### src/rtl/dsp_pkg.sv
// Shared encodings for the dsp_vrp valid/ready router and a small index helper.
package dsp_pkg;
    localparam int MODE_DST = 0;
    localparam int MODE_RR  = 1;
    localparam int HSK_PASS = 0;
    localparam int HSK_REG  = 1;

    // (a + b) mod n, valid while a < n and b < n.
    function automatic int wrap_add(input int a, input int b, input int n);
        int s;
        s = a + b;
        return (s >= n) ? s - n : s;
    endfunction
endpackage

### src/rtl/dsp_slot.sv
// One-entry valid/ready output register: a load wins over a drain, so a slot
// that is loaded and drained on the same cycle stays full with the new beat.
module dsp_slot
    import dsp_pkg::*;
#(
    parameter int PLD_WIDTH = 32
) (
    input  logic                 clk,
    input  logic                 rst,
    input  logic                 i_load,
    input  logic [PLD_WIDTH-1:0] i_pld,
    input  logic                 i_rdy,
    output logic                 o_full,
    output logic [PLD_WIDTH-1:0] o_pld
);
    logic                 r_full;
    logic [PLD_WIDTH-1:0] r_pld;

    always_ff @(posedge clk) begin
        if (rst) begin
            r_full <= 1'b0;
            r_pld  <= '0;
        end else if (i_load) begin
            r_full <= 1'b1;
            r_pld  <= i_pld;
        end else if (r_full && i_rdy) begin
            r_full <= 1'b0;
        end
    end

    assign o_full = r_full;
    assign o_pld  = r_pld;
endmodule

### src/rtl/dsp_vrp.sv
// Single-input, WIDTH-output router: destination-routed or round-robin, with
// either combinational pass-through or one registered slot per output.
module dsp_vrp
    import dsp_pkg::*;
#(
    parameter int MODE      = 0,
    parameter int HSK_MODE  = 1,
    parameter int WIDTH     = 4,
    parameter int PLD_WIDTH = 32
) (
    input  logic                 clk,
    input  logic                 rst,
    input  logic                 vld_s,
    output logic                 rdy_s,
    input  logic [PLD_WIDTH-1:0] pld_s,
    input  logic [WIDTH-1:0]     dst_s,
    output logic [WIDTH-1:0]     v_vld_m,
    input  logic [WIDTH-1:0]     v_rdy_m,
    output logic [PLD_WIDTH-1:0] v_pld_m [WIDTH],
    output logic [15:0]          drop_cnt
);
    localparam int PW = $clog2(WIDTH);

    generate
        if (MODE == MODE_RR && HSK_MODE == HSK_PASS) begin : g_bad_cfg
            $error("dsp_vrp: round-robin needs registered outputs, valid would depend on ready");
        end
        if (WIDTH < 2 || WIDTH > 32) begin : g_bad_width
            $error("dsp_vrp: WIDTH must be in 2..32");
        end
    endgenerate

    logic [WIDTH-1:0] w_full;
    logic [WIDTH-1:0] w_slot_rdy;
    logic [WIDTH-1:0] w_sel;
    logic [WIDTH-1:0] w_sel_dst;
    logic [WIDTH-1:0] w_sel_rr;
    logic [WIDTH-1:0] w_load;
    logic [PW-1:0]    w_rr_idx [WIDTH];
    logic [PW-1:0]    w_gidx;
    logic [PW-1:0]    r_ptr;
    logic [15:0]      r_drop_cnt;
    logic             w_dst_zero;
    logic             w_hs;
    logic             w_drop;

    assign w_slot_rdy = (HSK_MODE == HSK_REG) ? (~w_full | v_rdy_m) : v_rdy_m;

    // Multi-hot destinations collapse to their lowest set bit.
    assign w_dst_zero = ~|dst_s;
    assign w_sel_dst  = dst_s & (~dst_s + WIDTH'(1));

    always_comb begin
        for (int k = 0; k < WIDTH; k++) begin
            w_rr_idx[k] = PW'(wrap_add(int'(r_ptr), k, WIDTH));
        end
    end

    // Walk offsets from far to near so the closest ready slot after ptr wins.
    always_comb begin
        w_sel_rr = '0;
        w_gidx   = '0;
        for (int k = WIDTH - 1; k >= 0; k--) begin
            if (w_slot_rdy[w_rr_idx[k]]) begin
                w_sel_rr              = '0;
                w_sel_rr[w_rr_idx[k]] = 1'b1;
                w_gidx                = w_rr_idx[k];
            end
        end
    end

    assign w_sel  = (MODE == MODE_RR) ? w_sel_rr : w_sel_dst;
    assign rdy_s  = (MODE == MODE_RR) ? (|w_slot_rdy)
                                      : (w_dst_zero | (|(w_sel & w_slot_rdy)));
    assign w_hs   = vld_s & rdy_s;
    assign w_load = {WIDTH{w_hs}} & w_sel;
    assign w_drop = (MODE == MODE_DST) && w_hs && w_dst_zero;

    always_ff @(posedge clk) begin
        if (rst) begin
            r_ptr <= '0;
        end else if (MODE == MODE_RR && w_hs) begin
            r_ptr <= (w_gidx == PW'(WIDTH - 1)) ? '0 : w_gidx + PW'(1);
        end
    end

    always_ff @(posedge clk) begin
        if (rst) begin
            r_drop_cnt <= '0;
        end else if (w_drop && r_drop_cnt != 16'hFFFF) begin
            r_drop_cnt <= r_drop_cnt + 16'd1;
        end
    end

    assign drop_cnt = r_drop_cnt;

    generate
        if (HSK_MODE == HSK_REG) begin : g_reg
            logic [WIDTH-1:0]     w_slot_full;
            logic [PLD_WIDTH-1:0] w_slot_pld [WIDTH];
            for (genvar i = 0; i < WIDTH; i++) begin : g_slot
                dsp_slot #(.PLD_WIDTH(PLD_WIDTH)) u_slot (
                    .clk    (clk),
                    .rst    (rst),
                    .i_load (w_load[i]),
                    .i_pld  (pld_s),
                    .i_rdy  (v_rdy_m[i]),
                    .o_full (w_slot_full[i]),
                    .o_pld  (w_slot_pld[i])
                );
                // Outputs read as empty for the whole reset window, not just after the edge.
                assign w_full[i]  = w_slot_full[i] & ~rst;
                assign v_vld_m[i] = w_full[i];
                assign v_pld_m[i] = rst ? '0 : w_slot_pld[i];
            end
        end else begin : g_pass
            assign w_full = '0;
            for (genvar i = 0; i < WIDTH; i++) begin : g_out
                assign v_vld_m[i] = vld_s & w_sel[i] & ~rst;
                assign v_pld_m[i] = rst ? '0 : pld_s;
            end
        end
    endgenerate
endmodule

### config.mk
export PLATFORM = sky130hd
export DESIGN_NAME = dsp_vrp
export DESIGN_NICKNAME = d
export VERILOG_FILES = /design/src/rtl/dsp_pkg.sv /design/src/rtl/dsp_slot.sv /design/src/rtl/dsp_vrp.sv
export SDC_FILE = /design/constraint.sdc
export NUM_CORES = 1
export LEC_CHECK = 0
export ABC_AREA = 1
export BUFFER_PORTS_ARGS = -buffer_cell sky130_fd_sc_hd__buf_2
export CAP_MARGIN = 20
export CELL_PAD_IN_SITES_DETAIL_PLACEMENT = 1
export CELL_PAD_IN_SITES_GLOBAL_PLACEMENT = 2
export CORE_ASPECT_RATIO = 1.75
export CORE_MARGIN = 2
export CORE_UTILIZATION = 25
export CTS_CLUSTER_DIAMETER = 150
export DETAILED_ROUTE_END_ITERATION = 6
export PLACE_DENSITY = 0.75
export SLEW_MARGIN = 15
export SYNTH_ARGS = -nofsm -noshare
export SYNTH_HDL_FRONTEND = slang
export SYNTH_HIERARCHICAL = 1
export SYNTH_SLANG_ARGS = --single-unit
export TNS_END_PERCENT = 100
### constraint.sdc
create_clock -name clk -period 1.7 [get_ports clk]
set_input_delay 0.34 -clock clk [delete_from_list [all_inputs] [get_ports clk]]
set_output_delay 0.34 -clock clk [all_outputs]
set_load 0.005 [all_outputs]
# Yosys cells after proc, flatten, opt, wreduce, memory -nomap -nowiden
# Cells that the tools add are included.
# totals
regBits	148
inputBits	43
# classes
eq_ne	1
reduce_logical	13
add_sub_neg	2
bitwise_logic	13
n_mux	12
# ops
cell	count
$mux 32	4
$add 16x1->16 const B	1
$ne 16x16->1 const B	1
$and 4x4->4	3
$mux 1	8
$not 4->4	2
$reduce_bool 2->1	4
$reduce_or 4->1	2
$logic_and 1x1->1	6
$and 1x1->1	5
$add 4x1->4 const B	1
$or 4x4->4	1
$logic_not 1->1	1
$not 1->1	1
$or 1x1->1	1

# Depth between registers and ports, before layout
# Gate-level depths: netlist of the first run.
# depth
ltp_word	10
ltp_mapped	13

# Hierarchy
# The synthesis of the first run kept the hierarchy.
# by_module_without_submodules
module	seq_area_each_um2	instances	cells_per_inst	area_per_inst_um2
dsp_slot	660.6	4	143	1152.4
dsp_vrp	320.3	1	453	2163.3

# Least setup slack after synthesis of the first run
# OpenSTA, ideal clock, no wires.
# synth_timing
path_kind	input to register
from	input port rst
to	register g_reg.g_slot[1].u_slot.r_pld[20]
t_required_ns	1.584
arrival_time_ns	1.586
path_slack_ns	-0.002
cell_stages	13
path_cell_list	buf_2 inv_2 nand2_1 o21ai_1 o21ai_0 nor2_1 nand2_1 nand2_1 nor2_1 inv_2 buf_6 nor2_1 nor2_1
# synth_via
elab_chain_cells	9
word_cells_on_any_way	12
cone_classes	bitwise: 11; reduce/logical: 1
# synth_lines
element	line_no	rtl
start, declared	dsp_vrp.sv:12	input logic rst,
$not 1->1 (*)	dsp_vrp.sv:112	assign w_full[i] = w_slot_full[i] & ~rst;
$and 1x1->1	dsp_vrp.sv:112	
$not 4->4 (*)	dsp_vrp.sv:47	assign w_slot_rdy = (HSK_MODE == HSK_REG) ? (~w_full | v_rdy_m) : v_rdy_m;
$or 4x4->4 (*)	dsp_vrp.sv:47	
$and 4x4->4 (*)	dsp_vrp.sv:74	: (w_dst_zero | (|(w_sel & w_slot_rdy)));
$reduce_or 4->1 (*)	dsp_vrp.sv:74	
$or 1x1->1 (*)	dsp_vrp.sv:74	
via rdy_s	dsp_vrp.sv:14	output logic rdy_s,
$and 1x1->1 (*)	dsp_vrp.sv:75	assign w_hs = vld_s & rdy_s;
$and 4x4->4 (*)	dsp_vrp.sv:76	assign w_load = {WIDTH{w_hs}} & w_sel;
via w_load[1]	dsp_vrp.sv:38	logic [WIDTH-1:0] w_load;
end signal, assigned	dsp_slot.sv:25	r_pld <= i_pld;
end, declared	dsp_slot.sv:17	logic [PLD_WIDTH-1:0] r_pld;
# Mark *: on every way through the listed nets, which the timed path passes. The rest lies on a longest branch.
# A chain may end at the register's enable or synchronous reset.

# Final worst setup path of the first run
# layout_timing
from	register g_reg.g_slot[0].u_slot.r_full
to	output port rdy_s
# layout_via
elab_chain_cells	6
# layout_lines
element	line_no	rtl
start, declared	dsp_slot.sv:16	logic r_full;
start signal, assigned	dsp_slot.sv:21	r_full <= 1'b0;
start signal, assigned	dsp_slot.sv:24	r_full <= 1'b1;
start signal, assigned	dsp_slot.sv:27	r_full <= 1'b0;
$and 1x1->1	dsp_vrp.sv:112	
$not 4->4	dsp_vrp.sv:47	
$or 4x4->4	dsp_vrp.sv:47	
$and 4x4->4	dsp_vrp.sv:74	
$reduce_or 4->1	dsp_vrp.sv:74	
$or 1x1->1	dsp_vrp.sv:74	
end, declared	dsp_vrp.sv:14	
# Every way passes these cells.

==> run_results.csv, run 1 <==
group,metric,value,unit
sta,finClkSkew,8.69,ps
setup_path,cp.arrival,1480,ps
setup_path,path_class,"flop to primary output",
yosys,synthXorXnorAreaFrac,0.00259,
yosys,muxShareOfSynthArea,0,
pwr,finalPower,8.26,mW
layout,nNetsFinal,1288,
drt,dr.first_iter.drc_count,253,
sta,worst_slack,-118,ps
placed_design,hpwl,19200,um
placed_design,place_congestion,0.848,
sta,max_slew_margin,0.750,
sta,finalHoldViolations,0,
clock_tree,clockBufferDepth,2,
setup_path,cpMaxStageDelayCell,"dfxtp_2",
layout,drive_above_1_share,0.298,
clock_tree,cts_tree,"yes",
clock_tree,cts.sinks,148,
yosys,synth_edf_count,0,
worst_hold_path,hp-class,"primary input to flop",
clock_tree,clk_latency,430,ps
yosys,synth_compound_area_frac,0.111,
setup_path,crit_path_end_kind,"primary output",
floorplan,chipWidth,128,um
yosys,synthCells,1025,
drt,detail-route-antenna-nets,0,
sta,finalSetupViolCount,39,
yosys,yosysUniqueCellTypes,29,
sta,fmax,550,MHz
clock_tree,cts_max_level,4,
pwr,peakVddDrop,0.677,mV
yosys,synth_area,6770,sq um
sta,min_period,1820,ps
clock_tree,path_clk_slew,70,ps
global_route,grt_max_degree,39,
global_route,antenna_found_initial,2,
drt,vias,7064,
global_route,grt_pass1_wl,39000,um
drt,drc_errors,0,
floorplan,rows,79,
yosys,ys_seq_elements,148,
setup_path,cpPeakStageDelay,330,ps
layout,area_growth_syn_to_layout,39.3,%
floorplan,coreArea,26600,sq um
setup_path,cp_max_fo,2,
drt,routed_wl,27100,um
yosys,synth_top_family_by_area,"simple AND/OR/NAND/NOR gates",
sta,min_period_over_period,1.07,
placed_design,dpl.cell_count,1533,
floorplan,start_util,0.255,
status,status,"finished with violations",
drt,first_pass_iters,4,
placed_design,place_area,8290,sq um
clock_tree,cts-root-buf,"clkbuf_16",
placed_design,io_buffers,191,
yosys,async_reset_ff_frac,0,
setup_path,crit_family,"flip-flops",
placed_design,pre_cts_ws,-384,ps
global_route,grtUsageTotal,0.180,
flow_run,max_cap_viol_count,0,
yosys,yosysWarnings,6,
status,violations,"setup timing",
clock_tree,cts_made_buffers,17,
yosys,synth_top_area_cell,"dfxtp_1",
yosys,synth_top_area_frac,0.437,
setup_path,path_cells,"nand2_2, o21ai_2, o21ai_1, nor2_1, nand2_2, buf_6, buf_6",
floorplan,die-area,28500,sq um
yosys,yosysSeqAreaShare,0.437,
drt,wl_per_cell,17.1,um
layout,num-fill-cells,3354,
yosys,netlist_top_cells_area,"dfxtp_1, nor2_1, o21ai_0",
yosys,synth_nets,1069,
floorplan,die-height,222,um
sta,hold_ws,171,ps
global_route,grt_pass1_vias,7051,
yosys,ys.flop_type,"dfxtp_1",
layout,instances_no_fill,1583,
drt,viasPerCell,4.46,
yosys,synthAdderAreaFrac,0.00185,
pwr,powerDensity,876,nW/um^2
global_route,grt_overflow,0,
pwr,p_leak,4.54,nW
setup_path,worst_setup_path_start_kind,"flop",
sta,rsz0062_at_grt,"yes",
yosys,yosys.area_share.simple,0.301,
sta,slew_violations,0,
yosys,synth.avg_cell_area,6.61,sq um
floorplan,io_pins,192,
layout,stdcell_area,9440,sq um
setup_path,cp.required,1360,ps
sta,worstMarginPinSlew,375,ps
setup_path,worst-path-buf-inv,2,
==> where the power goes <==
part / total [mW] / leakage (nW) / switching (mW) / internal [mW]
sequential: 3.67 / 1.20 / 0.0668 / 3.60
clock: 3.74 / 0.284 / 1.50 / 2.24
combinational: 0.860 / 3.05 / 0.529 / 0.331
total: 8.26 / 4.54 / 2.10 / 6.17
==> flip-flops by register name, summed over array words and instances (netlist names) <==
register                    count
drop_cnt                       16
g_reg.g_slot.u_slot/o_pld     128
g_reg.g_slot.u_slot/o_full      4
==> timing repair <==
action,CTS,global route
endpoints found under the setup margin,181,157
resized for setup,16,123
hold endpoints to repair,0,0
setup buffers,2,4
cloned,0,10
hold buffers,0,0
pin swaps,4,12
==> worst min-delay path: stages <==
cell	delay [ps]
buf_2	90
inv_1	30
nand2_1	40
a21oi_1	50
==> cell families after synthesis <==
group,Yosys count
flops,148
simple gates,508
xor+xnor,2
buf+inv,216
fa+ha+maj,1
compound gates,150
==> cell usage in the layout, fill, tap and decap left out, drive strengths merged <==
cell type / count
nand2: 45
nand4: 3
a21boi: 1
xor2: 2
buf: 246
o21ai: 134
nor3: 5
a21oi: 15
and2: 1
nand3: 17
bufinv: 1
dfxtp: 148
inv: 159
nand3b: 2
diode: 2
clkbuf: 32
ha: 1
nor2: 435
clkinvlp: 3
clkinv: 7
==> Yosys cell counts (2+ instances only) <==
cell type and instances:
inv_2 5, nand2_2 3, clkbuf_4 12, nand4_1 2, nor2_1 427, a21oi_1 15, nor2_2 3, nor2_4 5
buf_1 4, nand3_1 15, buf_2 11, xor2_1 2, nand2_1 42, dfxtp_1 148, inv_1 156, clkbuf_2 12
nor3_1 5, buf_6 14, o21ai_0 133, nand3b_1 2
==> stage by stage <==
stage / util / setup TNS [ps]
after floorplan: - / -229
after global placement: 0.312 / -32550
after detailed placement: 0.312 / -46570
after CTS: 0.336 / -135
after global routing: 0.355 / -14640
final: 0.355 / -1380
==> routing by layer <==
metal,routed length [um],GRT usage,up-vias
met5,27,0,-
met1,10400,0.186,3351
met4,503,0.0659,4
met2,15000,0.345,149
li1,-,-,3530
met3,1180,0.0427,30
==> path summary, 6_finish.rpt <==
path / cells past startpoint / to / slack (ps) / from
hold reg to reg: 2 / g_reg.g_slot[0].u_slot/o_full$_SDFFE_PP0P_ / 470 / g_reg.g_slot[0].u_slot/o_full$_SDFFE_PP0P_
setup / recovery: 7 / rdy_s / -120 / g_reg.g_slot[0].u_slot/o_full$_SDFFE_PP0P_
setup reg to reg: 12 / g_reg.g_slot[2].u_slot/o_pld[1]$_SDFFE_PP0P_ / -70 / g_reg.g_slot[1].u_slot/o_full$_SDFFE_PP0P_
hold / removal: 4 / g_reg.g_slot[2].u_slot/o_full$_SDFFE_PP0P_ / 170 / v_rdy_m[2]
==> cell type report <==
cell class | count | area [sq um] | share of cell area
Antenna cell | 2 | 5.00 | 0.000530
Clock buffer | 24 | 512 | 0.0542
Clock inverter | 8 | 72.6 | 0.00769
Inverter | 162 | 623 | 0.0660
Multi-Input combinational cell | 661 | 3060 | 0.324
Sequential cell | 148 | 2970 | 0.314
Tap cell | 324 | 405 | 0.0430
Timing Repair Buffer | 254 | 1790 | 0.190
No activity file was read; power rests on OpenSTA's default activity.
==> run 2: changes to the inputs <==
--- a/config.mk
+++ b/config.mk
@@ -12,11 +12,11 @@
 export CELL_PAD_IN_SITES_GLOBAL_PLACEMENT = 2
 export CORE_ASPECT_RATIO = 1.75
 export CORE_MARGIN = 2
-export CORE_UTILIZATION = 25
+export CORE_UTILIZATION = 27
 export CTS_CLUSTER_DIAMETER = 150
 export DETAILED_ROUTE_END_ITERATION = 6
-export PLACE_DENSITY = 0.75
-export SLEW_MARGIN = 15
+export PLACE_DENSITY_LB_ADDON = 0.2
+export SLEW_MARGIN = 10
 export SYNTH_ARGS = -nofsm -noshare
 export SYNTH_HDL_FRONTEND = slang
 export SYNTH_HIERARCHICAL = 1
==> constraint.sdc (replaced) <==
create_clock -name clk -period 1.84 [get_ports clk]
set_input_delay 0.368 -clock clk [delete_from_list [all_inputs] [get_ports clk]]
set_output_delay 0.368 -clock clk [all_outputs]
set_load 0.005 [all_outputs]
==> run_results.csv, run 2 (synthesis gave the netlist of run 1 again) <==
group,metric,value,unit
floorplan,coreArea,24600,sq um
drt,detail-route-antenna-nets,0,
global_route,grtUsageMet1,0.220,
sta,worstMarginPinSlew,526,ps
sta,slew_violations,0,
global_route,grt_use_met2,0.373,
setup_path,r2r_slack,90,ps
sta,rsz0062_at_grt,"yes",
placed_design,pre_cts_ws,-174,ps
drt,drc_errors,0,
setup_path,crit_path_end_kind,"primary output",
clock_tree,clk_latency,430,ps
floorplan,die-area,26400,sq um
setup_path,cpPeakStageDelay,330,ps
sta,finClkSkew,8.62,ps
clock_tree,cts-root-buf,"clkbuf_16",
clock_tree,cts.sinks,148,
clock_tree,cts_max_level,4,
sta,min_period_over_period,0.995,
setup_path,crit_family,"simple AND/OR/NAND/NOR gates",
setup_path,ff2ff_path_depth,13,
drt,first_pass_iters,4,
clock_tree,path_clk_slew,60,ps
layout,final_common_cell,"nor2_1",
layout,multi_input_area,2940,sq um
layout,num-fill-cells,3233,
global_route,grt_max_degree,50,
sta,min_period,1830,ps
layout,largest_reg_flops,128,
layout,fin_util,0.370,
clock_tree,clockBufferDepth,2,
global_route,grt_pass1_vias,7090,
floorplan,rows,76,
clock_tree,cts_hold_buf,0,
setup_path,cp.required,1470,ps
global_route,grt_overflow,0,
placed_design,place_congestion,0.786,
drt,routed_wl,25900,um
worst_hold_path,hp-class,"primary input to flop",
pwr,powerDensity,879,nW/um^2
clock_tree,cts_made_buffers,17,
sta,finalHoldViolations,0,
sta,max_slew_margin,0.649,
floorplan,start_util,0.275,
flow_run,max_cap_viol_count,0,
drt,dr.first_iter.drc_count,227,
floorplan,die-height,214,um
placed_design,hpwl,18800,um
layout,area_growth_syn_to_layout,34.5,%
placed_design,io_buffers,191,
sta,worst_slack,9.88,ps
setup_path,cp_common_cell,"nor2_1",
worst_hold_path,min_to,"g_reg.g_slot[0].u_slot/o_full$_SDFFE_PP0P_",
layout,nNetsFinal,1279,
drt,wl_per_cell,16.6,um
setup_path,rr_startpoint,"g_reg.g_slot[1].u_slot/o_full$_SDFFE_PP0P_",
drt,vias,6891,
sta,hold_ws,230,ps
setup_path,timing.rr.end,"g_reg.g_slot[0].u_slot/o_pld[30]$_SDFFE_PP0P_",
pwr,peakVddDrop,0.600,mV
status,status,"finished, final reports clean",
setup_path,worst-path-buf-inv,3,
setup_path,cp.arrival,1460,ps
sta,fmax,546,MHz
layout,antennaDiodeCount,0,
worst_hold_path,holdPathStages,4,
clock_tree,cts_tree,"yes",
sta,finalSetupViolCount,0,
layout,seq_area,2970,sq um
worst_hold_path,min_from,"v_rdy_m[0]",
pwr,finalPower,8.00,mW
setup_path,cpMaxStageDelayCell,"dfxtp_2",
setup_path,path_cells,"inv_2, nor3_4, nor2_1, nor2_1, nand2_1, buf_4, buf_6",
global_route,met3_usage,0.0391,
layout,most-common-layout-cells,"nor2_1, buf_2, inv_1, dfxtp_1, o21ai_0",
global_route,grt_pass1_wl,39500,um
global_route,antenna_found_initial,0,
setup_path,path_class,"flop to primary output",
layout,drive_above_1_share,0.267,
setup_path,cp_max_fo,2,
global_route,grtUsageTotal,0.199,
pwr,p_leak,4.43,nW
floorplan,io_pins,192,
setup_path,worst_setup_path_start_kind,"flop",
global_route,grt-busiest-layer,"met2",
floorplan,chipWidth,124,um
drt,viasPerCell,4.42,
run 2: cell count changes in the layout (fill, tap and decap cells not counted), sizes merged:
cell    delta
clkinv     -3
diode      -2
bufinv     +4
clkbuf    -12
inv        +4
buf        -3
run 2: worst max-delay path by stage:
stage	startpoint	to	depth (start not counted)
finish	g_reg.g_slot[3].u_slot/o_full$_SDFFE_PP0P_	rdy_s	7
global route	g_reg.g_slot[3].u_slot/o_full$_SDFFE_PP0P_	rdy_s	7
CTS	g_reg.g_slot[1].u_slot/o_full$_SDFFE_PP0P_	rdy_s	7
detailed placement	dst_s[1]	g_reg.g_slot[1].u_slot/o_pld[2]$_SDFFE_PP0P_	13
global placement	rst	g_reg.g_slot[1].u_slot/o_pld[26]$_SDFFE_PP0P_	11
floorplan	rst	g_reg.g_slot[1].u_slot/o_pld[20]$_SDFFE_PP0P_	13
run 2: final cells by class:
| class | instances | share of cell area |
|---|---|---|
| clock buffer | 18 | 0.0482 |
| clock inverter | 13 | 0.0225 |
| inverter | 162 | 0.0676 |
| multi-input combinational | 661 | 0.323 |
| sequential | 148 | 0.326 |
| tap | 312 | 0.0429 |
| timing repair buffer | 245 | 0.170 |
run 2: worst register-to-register path, cell delays in order, from the launching register on:
cell and delay (ps):
dfxtp_2 320, inv_2 70, nor3_4 40, o21ai_1 120, nor2_1 60, nand2_1 80
buf_4 110, nand2_1 80, buf_12 150, nor2_4 200, inv_4 100, clkbuf_16 180
nor2_1 80, nor2_1 60
run 2: layer usage:
| metal | wire length (um) | part of all wire |
|---|---|---|
| met5 | 0 | 0 |
| met3 | 949 | 0.037 |
| met1 | 10400 | 0.40 |
| met4 | 394 | 0.015 |
| met2 | 14200 | 0.55 |
run 2: metrics by stage:
stage | instances | TNS [ps] | instance area, sq um
6_report | 1559 | 0 | 9110
3_3_place_gp | 1522 | -10450 | 8250
4_1_cts | 1555 | -64.2 | 8930
5_1_grt | 1559 | -343 | 9110
3_5_place_dp | 1522 | -15000 | 8250
2_1_floorplan | 1025 | 0 | 6770
run 2: report_power, final:
group	switching (mW)	total (mW)	internal, mW	leakage (nW)
registers	0.0623	3.39	3.32	1.20
logic	0.465	0.737	0.272	2.91
clock network	1.44	3.88	2.44	0.309
run 2: repair_timing:
item                                    CTS  global route
setup buffers                             2             1
gates cloned                              0             3
pin swaps                                 3             6
resized for setup                         8            76
endpoints found under the setup margin    1           122
